--- config.mk ---
export PLATFORM = sky130hd
export DESIGN_NAME = wb_rr_arbiter
export DESIGN_NICKNAME = d
export VERILOG_FILES = /design/src/rtl/wb_rr_arbiter_pkg.sv /design/src/rtl/wb_arb_watchdog.sv /design/src/rtl/wb_rr_arbiter.sv
export SDC_FILE = /design/constraint.sdc
export NUM_CORES = 1
export LEC_CHECK = 0
export CAP_MARGIN = 0
export CORE_AREA = 10 10 76 78
export DETAILED_ROUTE_END_ITERATION = 6
export DIE_AREA = 0 0 86 88
export PLACE_DENSITY = 0.92
export SLEW_MARGIN = 20
export SYNTH_ARGS = -nofsm -noshare
export SYNTH_HDL_FRONTEND = slang
export SYNTH_HIERARCHICAL = 1
export SYNTH_SLANG_ARGS = --single-unit
--- constraint.sdc ---
create_clock -name i_clk -period 1.8 [get_ports i_clk]
set_clock_uncertainty 0.15 [all_clocks]
set_input_delay 0.36 -clock i_clk [delete_from_list [all_inputs] [get_ports i_clk]]
set_output_delay 0.36 -clock i_clk [all_outputs]
set_load 0.01 [all_outputs]
--- src/rtl/wb_rr_arbiter_pkg.sv ---
// Shared state encoding and arbitration helper for the two-master Wishbone round-robin arbiter.
package wb_rr_arbiter_pkg;

  typedef enum logic [1:0] {
    ARB_IDLE  = 2'd0,
    ARB_BUSY  = 2'd1,
    ARB_ABORT = 2'd2
  } arb_state_e;

  localparam int WDOG_W = 16;

  // A lone requester wins; on a tie the master that did not own the bus last time wins.
  function automatic logic [1:0] rr_pick(input logic req0, input logic req1, input logic last);
    logic [1:0] pick;
    if (req0 && req1) pick = last ? 2'b01 : 2'b10;
    else              pick = {req1, req0};
    return pick;
  endfunction

endpackage

--- src/rtl/wb_arb_watchdog.sv ---
// Slave-response watchdog: counts consecutive stalled strobe cycles and flags expiry.
// Present only when WB_ARB_TIMEOUT_EN is defined.
`ifdef WB_ARB_TIMEOUT_EN
module wb_arb_watchdog
  import wb_rr_arbiter_pkg::*;
#(
  parameter int TIMEOUT = 255
) (
  input  logic i_clk,
  input  logic i_rst_n,
  input  logic i_active,
  input  logic i_resp,
  output logic o_expire
);

  localparam logic [WDOG_W-1:0] THRESH = WDOG_W'(TIMEOUT - 1);

  logic [WDOG_W-1:0] wdog_q, wdog_d;

  // Saturates at all-ones; the threshold is always reached first for legal TIMEOUT values.
  always_comb begin
    wdog_d = wdog_q;
    if (!i_active || i_resp)              wdog_d = '0;
    else if (wdog_q != {WDOG_W{1'b1}})    wdog_d = wdog_q + 1'b1;
  end

  always_ff @(posedge i_clk or negedge i_rst_n) begin
    if (!i_rst_n) wdog_q <= '0;
    else          wdog_q <= wdog_d;
  end

  assign o_expire = i_active & ~i_resp & (wdog_q == THRESH);

endmodule
`endif

--- src/rtl/wb_rr_arbiter.sv ---
// Two-master round-robin Wishbone arbiter with burst passthrough.
// Define WB_ARB_TIMEOUT_EN to add the slave-response watchdog and ABORT state.
module wb_rr_arbiter
  import wb_rr_arbiter_pkg::*;
#(
  parameter int ADDR_W  = 24,
  parameter int DATA_W  = 16,
  parameter int SEL_W   = 2,
  parameter int TIMEOUT = 255
) (
  input  logic              i_clk,
  input  logic              i_rst_n,
  input  logic              m0_cyc,
  input  logic              m0_stb,
  input  logic              m0_we,
  input  logic [ADDR_W-1:0] m0_adr,
  input  logic [DATA_W-1:0] m0_o_dat,
  input  logic [SEL_W-1:0]  m0_sel,
  input  logic              m0_4_burst,
  input  logic              m0_8_burst,
  output logic              m0_ack,
  output logic              m0_err,
  input  logic              m1_cyc,
  input  logic              m1_stb,
  input  logic              m1_we,
  input  logic [ADDR_W-1:0] m1_adr,
  input  logic [DATA_W-1:0] m1_o_dat,
  input  logic [SEL_W-1:0]  m1_sel,
  input  logic              m1_4_burst,
  input  logic              m1_8_burst,
  output logic              m1_ack,
  output logic              m1_err,
  output logic              o_wb_cyc,
  output logic              o_wb_stb,
  output logic              o_wb_we,
  output logic [ADDR_W-1:0] o_wb_adr,
  output logic [DATA_W-1:0] o_wb_o_dat,
  output logic [SEL_W-1:0]  o_wb_sel,
  output logic              o_wb_4_burst,
  output logic              o_wb_8_burst,
  input  logic              i_wb_ack,
  input  logic              i_wb_err,
  output logic [1:0]        o_grant,
  output logic [1:0]        o_dbg_state
);

  arb_state_e state_q, state_d;
  logic [1:0] grant_q, grant_d;
  logic       last_q, last_d;
  logic [1:0] pick;
  logic       own1, own_cyc, own_stb, busy;
  logic       resp_ack, resp_err, abort_pulse;

  assign own1    = grant_q[1];
  assign own_cyc = own1 ? m1_cyc : m0_cyc;
  assign own_stb = own1 ? m1_stb : m0_stb;
  assign busy    = (state_q == ARB_BUSY);
  assign pick    = rr_pick(m0_cyc, m1_cyc, last_q);

`ifdef WB_ARB_TIMEOUT_EN
  logic expire, abort_q, abort_d;

  wb_arb_watchdog #(.TIMEOUT(TIMEOUT)) u_wdog (
    .i_clk    (i_clk),
    .i_rst_n  (i_rst_n),
    .i_active (busy & own_stb),
    .i_resp   (i_wb_ack | i_wb_err),
    .o_expire (expire)
  );

  // One-cycle error to the owner on the edge that enters ABORT.
  assign abort_d     = busy & own_cyc & expire;
  assign abort_pulse = abort_q;

  always_ff @(posedge i_clk or negedge i_rst_n) begin
    if (!i_rst_n) abort_q <= 1'b0;
    else          abort_q <= abort_d;
  end
`else
  logic unused_timeout;
  assign unused_timeout = (TIMEOUT > 1);
  assign abort_pulse    = 1'b0;
`endif

  always_comb begin
    state_d = state_q;
    grant_d = grant_q;
    last_d  = last_q;
    case (state_q)
      ARB_IDLE: begin
        if (m0_cyc || m1_cyc) begin
          grant_d = pick;
          last_d  = pick[1];
          state_d = ARB_BUSY;
        end
      end
      ARB_BUSY: begin
        if (!own_cyc) begin
          state_d = ARB_IDLE;
          grant_d = 2'b00;
        end
`ifdef WB_ARB_TIMEOUT_EN
        else if (expire) begin
          state_d = ARB_ABORT;
        end
`endif
      end
`ifdef WB_ARB_TIMEOUT_EN
      ARB_ABORT: begin
        if (!own_cyc) begin
          state_d = ARB_IDLE;
          grant_d = 2'b00;
        end
      end
`endif
      default: begin
        state_d = ARB_IDLE;
        grant_d = 2'b00;
      end
    endcase
  end

  always_ff @(posedge i_clk or negedge i_rst_n) begin
    if (!i_rst_n) begin
      state_q <= ARB_IDLE;
      grant_q <= 2'b00;
      last_q  <= 1'b1;
    end else begin
      state_q <= state_d;
      grant_q <= grant_d;
      last_q  <= last_d;
    end
  end

  // Owner's signals pass straight through; cyc/stb only while BUSY so ABORT drops the bus.
  always_comb begin
    o_wb_cyc     = 1'b0;
    o_wb_stb     = 1'b0;
    o_wb_we      = 1'b0;
    o_wb_adr     = '0;
    o_wb_o_dat   = '0;
    o_wb_sel     = '0;
    o_wb_4_burst = 1'b0;
    o_wb_8_burst = 1'b0;
    if (state_q != ARB_IDLE) begin
      o_wb_cyc     = busy & own_cyc;
      o_wb_stb     = busy & own_stb;
      o_wb_we      = own1 ? m1_we      : m0_we;
      o_wb_adr     = own1 ? m1_adr     : m0_adr;
      o_wb_o_dat   = own1 ? m1_o_dat   : m0_o_dat;
      o_wb_sel     = own1 ? m1_sel     : m0_sel;
      o_wb_4_burst = own1 ? m1_4_burst : m0_4_burst;
      o_wb_8_burst = own1 ? m1_8_burst : m0_8_burst;
    end
  end

  assign resp_ack = busy & i_wb_ack;
  assign resp_err = (busy & i_wb_err) | abort_pulse;

  assign m0_ack = grant_q[0] & resp_ack;
  assign m0_err = grant_q[0] & resp_err;
  assign m1_ack = grant_q[1] & resp_ack;
  assign m1_err = grant_q[1] & resp_err;

  assign o_grant     = grant_q;
  assign o_dbg_state = state_q;

endmodule

; ---- Yosys cells after proc, flatten, opt, wreduce, memory -nomap -nowiden
; Cells that the tools add are included.
; W data, S select, Z words.
[op_classes]
n_addsub = 0
n_lt_le_gt_ge = 0
n_shift = 0
muxes = 23
eq_ne = 3
n_div = 0
n_mul = 0
bitwise_logic = 8
reduce_logical = 6
[ops]
columns = cell, n
row1 = $mux W24, 2
row2 = $mux W16, 2
row3 = $mux W2, 7
row4 = $mux W1, 10
row5 = $and A1 B1 Y1, 8
row6 = $pmux W2 S2, 2
row7 = $ne A2 B2 Y1 const B, 2
row8 = $reduce_and A2 Y1, 2
row9 = $eq A2 B1 Y1 const B, 1
row10 = $logic_not A2 Y1, 1
row11 = $reduce_bool A2 Y1, 1
row12 = $logic_and A1 B1 Y1, 1
row13 = $logic_or A1 B1 Y1, 1
[totals]
regBits = 5
mem_bits_ro = 0
ram_bits = 0
mem_count = 0
elab_cells = 43
latchBits = 0
input_bits = 98

; ---- Logic depth before layout (Yosys ltp)
[depth]
depth_word = 4
ltp_mapped = 4
ltp_nobuf = 3

; ---- Worst setup path after synthesis
; OpenSTA, ideal clock, no wires.
[synth_timing]
kind = register -> output
from = reg grant_q[1], in the netlist o_grant[1]
to = out o_wb_cyc
setup_slack_ps = 254
required_ps = 1290
t_arrival_ps = 1036
stages_incl_launch_ff = 5
cell_sequence = dfrtp_1 > buf_6 > buf_8 > mux2i_2 > nor2b_1
[synth_between]
elab_chain_len = 3
[synth_lines]
columns = element, line
row1 = from (decl), wb_rr_arbiter.sv:48  ; logic [1:0] grant_q, grant_d;
row2 = from (signal assigned), wb_rr_arbiter.sv:130  ; grant_q <= grant_d;
row3 = $mux W1, wb_rr_arbiter.sv:55  ; assign own_cyc = own1 ? m1_cyc : m0_cyc;
row4 = $and A1 B1 Y1, wb_rr_arbiter.sv:146  ; o_wb_cyc = busy & own_cyc;
row5 = $mux W1, wb_rr_arbiter.sv:145  ; if (state_q != ARB_IDLE) begin
row6 = to (decl), wb_rr_arbiter.sv:33  ; output logic o_wb_cyc,
; Every way passes these cells.

; ---- Worst setup path in the final report
[layout_timing]
from = reg grant_q[1], in the netlist o_grant[1]
to = out o_wb_adr[5]
[layout_between]
elab_chain_len = 2
[layout_lines]
columns = element, line
row1 = $mux W24, wb_rr_arbiter.sv:149  ; o_wb_adr = own1 ? m1_adr : m0_adr;
row2 = $mux W24, wb_rr_arbiter.sv:145
row3 = to (decl), wb_rr_arbiter.sv:36  ; output logic [ADDR_W-1:0] o_wb_adr,
; Every way passes these cells.

==> results.py <==
metrics = {
    "global_routing": {
        "grt_max_degree": 35,
        "first_global_vias": 1684,
        "grt_use_total_pct": 14.8,
        "grt_first_pass_wirelength_mm": 9.06,
        "grt_overflow": 0,
        "antenna_found_initial": 0,
    },
    "setup_path": {
        "worst-path-max-fanout": 5,
        "arrival_ps": 1410,
        "reg2reg_setup_slack_ps": 70,
        "critPathLaunchType": "flip-flop",
        "endpoint_kind": "primary output",
        "ff2ff_path_depth": 8,
        "path_class": "reg -> out",
        "cp.required_ps": 1290,
    },
    "logic_synthesis": {
        "synth_xor_area_share_pct": 0,
        "yosys.area_share.simple_pct": 33.0,
        "synth_mux_area_share_pct": 44.2,
        "ys_ff_latch": 4,
        "synth-compound-area-share_pct": 3.85,
        "yosys.area.top_type": "mux2i_1",
        "synth_warnings": 6,
        "synth-seq-area-share_pct": 9.44,
        "synthCells": 132,
        "avgSynthCellArea_um2": 8.13,
        "synth_cell_types": 19,
        "synth_fa_ha_area_share_pct": 0,
        "netlist_area_um2": 1070,
        "yosys.area.top_type_share_pct": 42.9,
        "synth_area_leaders": "mux2i_1 (43%), nor2b_1 (29%), dfrtp_1 (7.0%)",
        "synth_fp_nets": 230,
        "synth_top_family_by_area": "multiplexers",
    },
    "sta": {
        "max_freq_mhz": 520,
        "setup_viol": 41,
        "fin_ws_ps": -125,
        "hold_slack_ps": 192,
        "fin_crit_sh_pct": 107,
        "layout_min_cycle_time_ps": 1920,
        "hold_violations": 0,
        "rsz0062_at_grt": "yes",
        "slew_viol_final": 0,
    },
    "placed_design": {
        "place_congestion": 0.742,
        "placed_cells": 329,
        "port_buffers": 151,
        "hpwlAfterDp_mm": 4.77,
        "postPlaceCellArea_um2": 2670,
    },
    "floorplanning": {
        "die_x_um": 86,
        "num_rows": 24,
        "coreArea_um2": 4290,
        "io-pin-count": 153,
        "die_y_um": 88,
        "start_util_pct": 25.0,
        "die_area_um2": 7570,
    },
    "cells_and_area": {
        "fillCellCount": 377,
        "syn2layout_area_growth_pct": 164,
        "fin_cells": 358,
        "layout.nets": 405,
        "drive_gt1_share_pct": 30.1,
        "num_antenna_cells": 0,
        "finish.utilization_pct": 65.9,
        "fin_area_um2": 2830,
    },
    "cts": {
        "cts-root-buf": "clkbuf_8",
        "htreeDepth": 1,
        "worstSkewPairLatency_ps": 220,
        "clk_path_buf_depth": 2,
        "cts_hold_buf": 0,
        "cts_tree": "done",
        "cts_sinks": 4,
        "clkSlewWorstSetupHoldPaths_ps": 30,
        "cts_buffers": 3,
    },
    "routing": {
        "via_per_inst": 4.48,
        "num_vias": 1605,
        "wl_per_cell_um": 17.1,
        "wl_met3_um": 575,
        "route.met2.wl_mm": 3.34,
        "drt-initial-drc-count": 33,
        "drc": 0,
        "wl_mm": 6.13,
        "dr.max_layer_used": "met4",
        "wl_met1_mm": 2.15,
        "drtAntennaViolNets": 0,
        "first_pass_iters": 2,
    },
    "hold_path": {
        "hold_path_class": "in -> async",
    },
    "power_and_ir_drop": {
        "ir_drop_v": 0.000555,
        "p_per_area_nw_per_um2": 811,
        "p_leak_uw": 0.00130,
        "p_total_uw": 2300,
    },
    "status": {
        "violations": "setup timing",
        "status": "complete, but fails checks",
    },
    "job": {
        "max_cap_viol_count": 0,
    },
}
[critical path: stages, from the launching register on]
cell and delay, ps:
dfrtp_2 440, buf_12 150, buf_12 130, buf_4 130
mux2i_1 110, nor2b_1 100, buf_2 140
[cells in the final DEF (no fill, tap or decap)]
cell type        netlist  final
clkbuf_8               0      3
mux2i_1               46     44
buf_4                  6     10
buf_6                  1     11
a22o_1                 1      1
clkdlybuf4s15_1        0      2
inv_1                  1      1
dfrtp_2                0      2
nand2_1                3      3
buf_8                  1      1
dlygate4sd2_1          0      2
a21oi_1                3      3
nor2_1                 3      3
and3_1                 4      4
clkdlybuf4s50_1        0     98
mux2i_2                1      3
dfrtp_1                3      1
buf_16                 0      4
o21ai_0                1      1
dfstp_2                1      1
clkbuf_16              0      1
nor2b_1               49     49
buf_2                  1     49
buf_12                 0      6
clkbuf_1               5      1
o211ai_2               1      1
conb_1                 1      1
[where the power goes]
part	internal, uW	leakage [uW]	switching (uW)	total, uW
combinational	1170	0.00123	743	1920
sequential	130	0.0000450	40.3	170
clock	152	0.0000228	55.8	208
[cells by family after synthesis]
logic type             after synthesis
AO/OA/AOI/OAI                        6
buffers and inverters               15
flip-flops                           4
multiplexers                        47
other                                1
AND/OR/NAND/NOR                     59
[per-layer routing]
layer,global-route usage (%),vias to the layer above
li1,-,794
met1,15.0,729
met2,27.7,76
met3,5.57,6
met4,3.74,0
met5,0,-
[flip-flops by register name, indices dropped and copies added, names as in the netlist]
name         count
o_dbg_state      1
last_q           1
o_grant          2
[timing repair]
item | 4_1_cts | 5_1_grt
gates cloned | 5 | 1
setup endpoints to repair | 53 | 49
pin swaps | 0 | 0
gates resized for setup | 215 | 8
setup buffers | 17 | 4
[final cells by class]
type | instances | area, um2 | area share, %
repair buffers | 184 | 1730 | 61.2
well taps | 52 | 65.1 | 2.30
clock buffers | 4 | 45.0 | 1.59
flip-flops and latches | 4 | 104 | 3.67
inverters | 1 | 3.75 | 0.133
multi-input cells | 113 | 881 | 31.1
[cell usage after synthesis]
library cell and n:
nor2b_1 49, mux2i_1 46, buf_4 6, clkbuf_1 5, and3_1 4, a21oi_1 3
dfrtp_1 3, nand2_1 3, nor2_1 3, a22o_1 1, buf_2 1, buf_6 1
buf_8 1, conb_1 1, dfstp_2 1, inv_1 1, mux2i_2 1, o211ai_2 1
o21ai_0 1
[through the flow]
step | setup slack [ps] | TNS, ps
global route | -202 | -4620
floorplan | 254 | 0
CTS | -158 | -2930
detailed placement | -338 | -13370
global placement | -298 | -12520
finish | -125 | -1510
[final timing paths]
kind	from	endpoint
max	o_grant[1]	o_wb_adr[5]
min	i_rst_n	o_grant[0]
max reg2reg	o_grant[1]	o_grant[0]
min reg2reg	last_q	last_q
max in group asynchronous	i_rst_n	last_q
min in group i_clk	last_q	last_q
Note: power is estimated with default switching activity, not from simulation.
